--- src/rtl/apb_pkg.sv ---
// Shared definitions for the APB completer register file.
//   ADDR_WIDTH / DATA_WIDTH : bus widths
//   N                       : default register count
//   IDX_WIDTH               : width of the word index taken from the byte address
//   apb_slv_state_e         : completer FSM states
package apb_pkg;

    localparam int ADDR_WIDTH       = 32;
    localparam int DATA_WIDTH       = 32;
    localparam int N                = 16;
    localparam int WORD_OFFSET_BITS = 2;
    localparam int IDX_WIDTH        = ADDR_WIDTH - WORD_OFFSET_BITS;
    localparam int CNT_WIDTH        = 4;

    typedef enum logic {
        IDLE   = 1'b0,
        ACCESS = 1'b1
    } apb_slv_state_e;

endpackage

--- src/rtl/apb_regfile.sv ---
// Register storage, index decode, access checks and read mux.
//   pclk, preset   : clock, async active-low reset
//   chk_addr_i     : byte address being decoded (setup phase)
//   chk_write_i    : direction of the access being decoded
//   chk_err_o      : misaligned, out of range, or write to read-only reg 0
//   rd_data_o      : read data for chk_addr_i (ID_VALUE for index 0)
//   wr_en_i        : commit wr_data_i into register wr_idx_i
//   wr_idx_i       : word index of the committed write
//   wr_data_i      : data of the committed write
//   regs_o         : flat copy of all registers, slice 0 = ID_VALUE
import apb_pkg::*;

module apb_regfile #(
    parameter int                    NUM_REGS = N,
    parameter logic [DATA_WIDTH-1:0] ID_VALUE = 32'hA0B0_0001
) (
    input  logic                           pclk,
    input  logic                           preset,
    input  logic [ADDR_WIDTH-1:0]          chk_addr_i,
    input  logic                           chk_write_i,
    output logic                           chk_err_o,
    output logic [DATA_WIDTH-1:0]          rd_data_o,
    input  logic                           wr_en_i,
    input  logic [IDX_WIDTH-1:0]           wr_idx_i,
    input  logic [DATA_WIDTH-1:0]          wr_data_i,
    output logic [NUM_REGS*DATA_WIDTH-1:0] regs_o
);

    // Register 0 is the constant ID, so only 1..NUM_REGS-1 get flops.
    logic [DATA_WIDTH-1:0] regs_q [1:NUM_REGS-1];
    logic [IDX_WIDTH-1:0]  chk_idx;

    assign chk_idx = chk_addr_i[ADDR_WIDTH-1:WORD_OFFSET_BITS];

    always_comb begin
        chk_err_o = (|chk_addr_i[WORD_OFFSET_BITS-1:0])
                 || (chk_idx >= IDX_WIDTH'(NUM_REGS))
                 || (chk_write_i && (chk_idx == '0));
    end

    always_comb begin
        rd_data_o = '0;
        if (chk_idx == '0) begin
            rd_data_o = ID_VALUE;
        end
        for (int i = 1; i < NUM_REGS; i++) begin
            if (chk_idx == IDX_WIDTH'(i)) begin
                rd_data_o = regs_q[i];
            end
        end
    end

    always_ff @(posedge pclk or negedge preset) begin
        if (!preset) begin
            for (int i = 1; i < NUM_REGS; i++) begin
                regs_q[i] <= '0;
            end
        end else if (wr_en_i) begin
            for (int i = 1; i < NUM_REGS; i++) begin
                if (wr_idx_i == IDX_WIDTH'(i)) begin
                    regs_q[i] <= wr_data_i;
                end
            end
        end
    end

    assign regs_o[DATA_WIDTH-1:0] = ID_VALUE;
    for (genvar g = 1; g < NUM_REGS; g++) begin : g_regs
        assign regs_o[g*DATA_WIDTH +: DATA_WIDTH] = regs_q[g];
    end

endmodule

--- src/rtl/apb_slave_regfile.sv ---
// APB completer for one p_sel slot with a register bank and wait states.
//   pclk, preset          : bus clock, async active-low reset
//   p_sel, p_enable       : select and access-phase strobe
//   p_write, p_addr       : direction and byte address
//   p_wdata               : write data
//   p_rdata               : read data, valid with p_ready on a read
//   p_ready, p_slverr     : completion and error response
//   regs_o                : flat register contents for core logic
//
// state  | meaning
// IDLE   | waiting for a setup phase (p_sel=1, p_enable=0)
// ACCESS | transfer latched; counting wait states, completes when p_ready=1
import apb_pkg::*;

module apb_slave_regfile #(
    parameter int                    NUM_REGS    = N,
    parameter int                    WAIT_CYCLES = 0,
    parameter logic [DATA_WIDTH-1:0] ID_VALUE    = 32'hA0B0_0001
) (
    input  logic                           pclk,
    input  logic                           preset,
    input  logic                           p_sel,
    input  logic                           p_enable,
    input  logic                           p_write,
    input  logic [ADDR_WIDTH-1:0]          p_addr,
    input  logic [DATA_WIDTH-1:0]          p_wdata,
    output logic [DATA_WIDTH-1:0]          p_rdata,
    output logic                           p_ready,
    output logic                           p_slverr,
    output logic [NUM_REGS*DATA_WIDTH-1:0] regs_o
);

    apb_slv_state_e        state_q, state_d;
    logic [CNT_WIDTH-1:0]  cnt_q, cnt_d;
    logic                  ready_q, ready_d;
    logic                  slverr_q, slverr_d;
    logic [DATA_WIDTH-1:0] rdata_q, rdata_d;
    logic [IDX_WIDTH-1:0]  idx_q, idx_d;
    logic                  write_q, write_d;
    logic [DATA_WIDTH-1:0] wdata_q, wdata_d;
    logic                  err_q, err_d;

    logic                  setup;
    logic                  commit;
    logic                  chk_err;
    logic [DATA_WIDTH-1:0] rd_data;

    assign setup  = (state_q == IDLE) && p_sel && !p_enable;
    // Writes land only on the completion edge; an abort or reset before it drops them.
    assign commit = (state_q == ACCESS) && p_sel && ready_q && write_q && !err_q;

    apb_regfile #(
        .NUM_REGS (NUM_REGS),
        .ID_VALUE (ID_VALUE)
    ) u_regfile (
        .pclk        (pclk),
        .preset      (preset),
        .chk_addr_i  (p_addr),
        .chk_write_i (p_write),
        .chk_err_o   (chk_err),
        .rd_data_o   (rd_data),
        .wr_en_i     (commit),
        .wr_idx_i    (idx_q),
        .wr_data_i   (wdata_q),
        .regs_o      (regs_o)
    );

    always_ff @(posedge pclk or negedge preset) begin
        if (!preset) begin
            state_q  <= IDLE;
            cnt_q    <= '0;
            ready_q  <= 1'b0;
            slverr_q <= 1'b0;
            rdata_q  <= '0;
            idx_q    <= '0;
            write_q  <= 1'b0;
            wdata_q  <= '0;
            err_q    <= 1'b0;
        end else begin
            state_q  <= state_d;
            cnt_q    <= cnt_d;
            ready_q  <= ready_d;
            slverr_q <= slverr_d;
            rdata_q  <= rdata_d;
            idx_q    <= idx_d;
            write_q  <= write_d;
            wdata_q  <= wdata_d;
            err_q    <= err_d;
        end
    end

    always_comb begin
        state_d = state_q;
        case (state_q)
            IDLE:    if (setup) state_d = ACCESS;
            ACCESS:  if (!p_sel || ready_q) state_d = IDLE;
            default: state_d = IDLE;
        endcase
    end

    always_comb begin
        cnt_d    = '0;
        ready_d  = 1'b0;
        slverr_d = 1'b0;
        rdata_d  = '0;
        idx_d    = idx_q;
        write_d  = write_q;
        wdata_d  = wdata_q;
        err_d    = err_q;
        if (setup) begin
            idx_d    = p_addr[ADDR_WIDTH-1:WORD_OFFSET_BITS];
            write_d  = p_write;
            wdata_d  = p_wdata;
            err_d    = chk_err;
            cnt_d    = CNT_WIDTH'(WAIT_CYCLES);
            ready_d  = (WAIT_CYCLES == 0);
            slverr_d = chk_err && (WAIT_CYCLES == 0);
            rdata_d  = (!p_write && !chk_err) ? rd_data : '0;
        end else if ((state_q == ACCESS) && p_sel && !ready_q) begin
            cnt_d    = cnt_q - CNT_WIDTH'(1);
            ready_d  = (cnt_q == CNT_WIDTH'(1));
            slverr_d = (cnt_q == CNT_WIDTH'(1)) && err_q;
            rdata_d  = rdata_q;
        end
    end

    always_comb begin
        p_ready  = ready_q;
        p_slverr = slverr_q;
        p_rdata  = rdata_q;
    end

endmodule

--- config.mk ---
export PLATFORM = sky130hd
export DESIGN_NAME = apb_slave_regfile
export DESIGN_NICKNAME = d
export VERILOG_FILES = /design/src/rtl/apb_pkg.sv /design/src/rtl/apb_regfile.sv /design/src/rtl/apb_slave_regfile.sv
export SDC_FILE = /design/constraint.sdc
export NUM_CORES = 1
export LEC_CHECK = 0
export ABC_AREA = 1
export ABC_CLOCK_PERIOD_IN_PS = 2300
export CAP_MARGIN = 15
export CORE_ASPECT_RATIO = 1.25
export CORE_MARGIN = 8
export CORE_UTILIZATION = 35
export DETAILED_ROUTE_END_ITERATION = 10
export GPL_ROUTABILITY_DRIVEN = 1
export PLACE_DENSITY_LB_ADDON = 0.08
export REMOVE_ABC_BUFFERS = 1
export SETUP_SLACK_MARGIN = 0.3
export SLEW_MARGIN = 25
export SYNTH_ARGS = -nofsm -noshare
export SYNTH_HDL_FRONTEND = slang
export SYNTH_HIERARCHICAL = 1
export SYNTH_SLANG_ARGS = --single-unit
--- constraint.sdc ---
create_clock -name pclk -period 2.3 [get_ports pclk]
set_input_delay 0.46 -clock pclk [delete_from_list [all_inputs] [get_ports pclk]]
set_output_delay 0.46 -clock pclk [all_outputs]
set_load 0.05 [all_outputs]
==> results of run 1 <==
[flip-flops by register name (all words and copies together), names as in the netlist]
register and count:
cnt_q 4, p_ready 1, p_slverr 1, p_rdata 32, u_regfile/regs_o 480, wdata_q 32
err_q 1, state_q 1, write_q 1, idx_q 30
[stage by stage]
step	TNS, ns	hold WS (ns)	utilization [%]	area [µm²]	total power, µW
after global routing	-6.81	0.0265	54.0	40900	23400
after global placement	-38.74	0.392	46.9	35500	12400
after floorplan	-412.92	0.164	-	25600	11500
after detailed placement	-40.15	0.392	46.9	35500	12400
after CTS	-2.37	0.00115	51.3	38800	22700
final	-2.29	0.0362	54.0	40900	22600
[cells in the mapped netlist (all sizes together)]
cell and count:
nand2 1297, o21ai 597, dfrtp 583, inv 178, clkbuf 162, nand3 140
buf 80, nor2 78, or2 48, a21oi 42, nor3 32, nand4 30
o21bai 15, nor4 11, o211ai 11, nand3b 4, a221oi 3, and2 3
clkinv 2, conb 2, ha 2, xnor2 1
[critical path, stage by stage]
cell	delay, ns
buf_6	0.09
or2_4	0.24
nor2_4	0.15
buf_6	0.13
nand2_4	0.06
nor2_8	0.18
buf_6	0.13
buf_6	0.11
nand3_4	0.09
inv_8	0.12
buf_12	0.13
clkbuf_16	0.16
nand2_2	0.04
nand2_1	0.05
nor3_1	0.04
o21ai_1	0.12
o211ai_1	0.12
nand2_1	0.08
o21bai_1	0.06
nand2_1	0.06
nand2_1	0.04
nand3_1	0.06
nand2_1	0.06
nand2_1	0.05
nand3_1	0.07
o21ai_1	0.12
[final cells by class]
type,count,area [µm²]
Tap cell,977,1220
Antenna cell,4,10.0
Clock buffer,79,1690
Multi-Input combinational cell,2348,11800
Inverter,180,704
Sequential cell,583,14600
Clock inverter,31,300
Fill cell,7066,34800
Timing Repair Buffer,907,10500
[per-layer routing]
layer / global-route usage (%) / up-vias
met1: 35.9 / 13300
met5: 0 / -
met4: 11.8 / 4
li1: - / 12200
met3: 6.56 / 256
met2: 46.7 / 1254
[placed cells by master (no fill, tap or decap), types with 53 or more instances in the layout]
cell type	count
dfrtp_1	583
inv_1	161
buf_4	205
clkdlybuf4s15_2	419
o21ai_0	485
buf_12	104
nand3_1	112
nand2_1	1178
nand2_2	53
nand2_4	61
clkbuf_16	84
o21ai_1	68
[how the worst max path moves through the flow]
stage,endpoint,slack (ns),cells after the start
after detailed placement,p_rdata[13],-1.33,22
after floorplan,p_rdata[17],-1.47,13
after global placement,p_rdata[1],-1.29,26
after global routing,p_rdata[18],-0.33,28
after CTS,p_rdata[2],-0.15,27
final,p_rdata[24],-0.17,26
[logic make-up after synthesis]
family                   Yosys count  synth area share (%)
AND/OR/NAND/NOR                 1643                  25.3
adder cells (fa/ha/maj)            2                0.0940
flip-flops                       583                  54.8
AO/OA/AOI/OAI                    668                  12.9
XOR/XNOR                           1                0.0329
buffers and inverters            422                  6.78
other                              2                0.0282
[power by group]
group | switching [µW] | total, µW | internal [µW]
clock | 4410 | 10100 | 5730
combinational | 1360 | 1800 | 441
sequential | 158 | 10600 | 10500
[what timing repair did]
action	4_1_cts	5_1_grt
gates resized for setup	1560	424
endpoints found under the setup margin	956	521
hold endpoints to repair	20	0
hold buffers	7	0
buffers inserted	44	18
cloned	7	31
pin swaps	63	80
==> impl_metrics.toml, run 1 <==
[run_status]
status = "finished with violations"
violations = "negative setup slack"

[run]
cap_violations = 0

[route]
m1WireLength_mm = 54.0
dr_wl_met2_mm = 63.1
dr.max_layer_used = "met5"
vias = 27000
drtIter0Drc = 2460
drt_pre_antenna_iters = 5
wire_per_inst_um = 26.4
drc = 0
wl_met3_mm = 11.2
ant_nets = 0
viasPerCell = 5.29
finalWirelength_mm = 135

[sta]
final.period_utilization_pct = 107
fmax_mhz = 406
worst_pin_slew_ns = 0.721
fin_crit_ns = 2.47
final_hold_viol_count = 0
finalClockSkew_ns = 0.0216
grt_setup_unrepaired = "yes"
finalSetupViolCount = 26
slew_viol_final = 0
worst_slack_ns = -0.166
timing.slew.headroom_pct = 51.9

[power_and_ir_drop]
ir_drop_mv = 0.556
powerDensity_nw_per_um2 = 552
power.leakage_uw = 0.0193

[placement]
pre_cts_slack_ns = -1.33
dp_hpwl_mm = 89.4
routabilityCongestion = 0.875
dp.cells = 4888
port_buffers = 582

[yosys]
netlist_area_um2 = 26600
yosysTopAreaCell = "dfrtp_1"
synthDominantCellAreaShare_pct = 54.8
ys_seq_elements = 583
netlist-cell-type-count = 37
syn-mean-instance-area_um2 = 8.01
ys_seq_area_share_pct = 54.8
synthCells = 3321
synth.area.top_cells = "dfrtp_1 (55%), nand2_1 (18%), o21ai_0 (11%)"
yosysWarnings = 6

[hold_path]
hold_path_end = "idx_q[29]"
hold_path_startpoint = "p_addr[31]"
holdPathStages = 3
min_path_type = "in -> reg"

[setup_path]
r2r_slack_ns = 0.10
cp-end-kind = "flop"
cp-startpoint = "p_addr[30]"
cp_max_fo = 7
worstSetupPathType = "in -> reg"
cp.arrival_ns = 3.05
reg2reg_depth = 11
r2r_start = "idx_q[29]"
crit_required_ns = 2.88
r2r_end = "u_regfile/regs_o[116]"
startpoint_type = "input port"

[clocking]
cts_buffers = 61
path_clk_slew_ns = 0.06
clk_root_buffer_cell = "clkbuf_16"
cts_tree = "yes"
ctsHtreeMaxLevel = 2
cts.sinks = 583
clkLatencyLatePin_ns = 0.66
clockBufferDepth = 3

[cells_and_area]
final_cell_count_no_fill = 5109
fin_nets = 4152
drive_gt1_share_pct = 31.3
syn_to_final_growth_pct = 53.6

[die]
rows = 113
start_util_pct = 35.2
dieHeight_um = 324
placeableCoreArea_um2 = 75600
die_w_um = 263
dieArea_um2 = 85200
io-pin-count = 615

[grt]
grt_pass1_wl_mm = 180
antenna_found_initial = 7
grt_max_degree = 83
first_global_vias = 25600
track_usage_pct = 28.4
grt-ovfl-total = 0
Note: power is estimated with default switching activity, not from simulation.
==> run 2: changes to the inputs <==
--- a/config.mk
+++ b/config.mk
@@ -16,6 +16,8 @@
 export PLACE_DENSITY_LB_ADDON = 0.08
 export REMOVE_ABC_BUFFERS = 1
 export SETUP_SLACK_MARGIN = 0.3
+export SKIP_CTS_REPAIR_TIMING = 1
+export SKIP_LAST_GASP = 1
 export SLEW_MARGIN = 25
 export SYNTH_ARGS = -nofsm -noshare
 export SYNTH_HDL_FRONTEND = slang
==> impl_metrics.toml, run 2 (synthesis results as in run 1) <==
[grt]
grt_pass1_wl_mm = 176
first_global_vias = 25100
track_usage_pct = 27.7
grt-ovfl-total = 0
antenna_found_initial = 7
grt_max_degree = 83

[sta]
timing.slew.headroom_pct = 44.9
worst_slack_ns = -0.168
final_hold_viol_count = 0
fin_crit_ns = 2.47
finalClockSkew_ns = 0.0213
final.period_utilization_pct = 107
finalSetupViolCount = 31
grt_setup_unrepaired = "yes"
fmax_mhz = 405
slew_viol_final = 0
worst_pin_slew_ns = 0.821
setup_tns_ns = -2.56

[cells_and_area]
final_cell_mix = "nand2_1 (1222), dfrtp_1 (583), o21ai_0 (524), clkbuf_2 (255), dlymetal6s2s_1 (218)"
final_common_cell = "nand2_1"
seq_area_um2 = 14600
largest_reg_flops = 480
syn_to_final_growth_pct = 46.2
drive_gt1_share_pct = 23.4
multi_input_area_um2 = 11400
fillers = 7303
fin_nets = 4107

[route]
drt_pre_antenna_iters = 6
dr.max_layer_used = "met5"
wire_per_inst_um = 26.3
ant_nets = 0
viasPerCell = 5.30
drtIter0Drc = 2330
wl_met3_mm = 11.2
vias = 26800
dr_wl_met2_mm = 61.5
finalWirelength_mm = 133
m1WireLength_mm = 54.4
drc = 0

[power_and_ir_drop]
power_frac_clock_pct = 45.1
power_report.internal_total_uw = 16600
swShare_pct = 26.2
seq_power_share_pct = 47.3
powerDensity_nw_per_um2 = 578
p_switching_uw = 5900
ir_drop_mv = 0.564
pwr-share-comb_pct = 7.6
power.leakage_uw = 0.0228

[setup_path]
startpoint_type = "input port"
cp_max_fo = 5
crit_chain = "buf_6 > or2_4 > nor2_4 > buf_6 > nand2_4 > buf_4 > nor3_1 > buf_4 > nand2_1 > nand3_1 > a221oi_1 > nand2_1 > a21oi_1 > nand4_1 > nor2_1 > nand4_1 > nor2_1 > nand2_1 > nand3_1 > o21ai_0"
max_stage_delay_ns = 0.63
cp-end-kind = "flop"
critPathTopFamily = "simple AND/OR/NAND/NOR gates"
worstSetupPathType = "in -> reg"
crit_required_ns = 2.86
cp.arrival_ns = 3.03
cp_common_cell = "nand2_1"
critPathBufInv = 4
slowest_stage = "nor3_1"

[die]
rows = 113
start_util_pct = 35.2
io-pin-count = 615
placeableCoreArea_um2 = 75600
die_w_um = 263
dieHeight_um = 324
dieArea_um2 = 85200

[clocking]
cts_tree = "yes"
ctsHtreeMaxLevel = 2
path_clk_slew_ns = 0.06
cts_buffers = 61
cts.sinks = 583
clk_root_buffer_cell = "clkbuf_16"
clockBufferDepth = 3
clkLatencyLatePin_ns = 0.66

[placement]
port_buffers = 582
dp_hpwl_mm = 89.4
pre_cts_slack_ns = -1.33
routabilityCongestion = 0.875

[run]
cap_violations = 0

[run_status]
status = "finished with violations"
violations = "negative setup slack"

[hold_path]
min_path_type = "in -> reg"
## run 2: final timing paths
path / endpoint / cells past startpoint / from / slack, ns
worst max-delay path: p_rdata[21] / 20 / p_addr[30] / -0.17
worst min-delay path: idx_q[16] / 3 / p_addr[18] / 0.03
worst max register to register: u_regfile/regs_o[231] / 9 / idx_q[29] / 0.11
worst min register to register: cnt_q[0] / 1 / cnt_q[0] / 0.46
max in group asynchronous: u_regfile/regs_o[464] / 4 / preset / 1.13
min in group asynchronous: cnt_q[2] / 2 / preset / 0.32
## run 2: layout make-up
type                       instances  share of cell area, %
sequential                       583                   37.5
multi-input combinational       2347                   29.3
timing repair buffer             863                   23.1
clock buffer                      79                   4.36
tap                              977                   3.14
inverter                         180                   1.78
clock inverter                    31                  0.772
antenna                            4                 0.0257
## run 2: routing by layer
layer	vias to the layer above	global-route usage, %
met3	270	6.63
li1	12100	-
met4	2	12.0
met5	-	0
met2	1268	45.2
met1	13200	35.1
## run 2: power by group through the flow
stage          registers, µW  clock network [µW]  logic, µW
4_1_cts                10600               10400       1650
3_3_place_gp           10800                   0       1640
6_report               10600               10100       1720
2_1_floorplan          10800                   0        703
3_5_place_dp           10800                   0       1650
5_1_grt                10700               10700       1890
## run 2: through the flow
step / cell area (µm²) / utilization, % / hold WS [ns] / instances / total power, µW
floorplan: 25600 / - / 0.164 / 3109 / 11500
global placement: 35500 / 46.9 / 0.392 / 4888 / 12400
detailed placement: 35500 / 46.9 / 0.392 / 4888 / 12400
CTS: 37500 / 49.5 / -0.310 / 4998 / 22600
global route: 38900 / 51.4 / 0.0221 / 5063 / 23300
finish: 38900 / 51.4 / 0.0317 / 5064 / 22500
## run 2: worst register-to-register path, delay by kind of cell (launching register included)
kind	cells	cell delay, ns
AOI/OAI and AO/OA	1	0.09
buffers and inverters	3	0.57
DFF	1	0.41
and+or+nand+nor	5	1.01
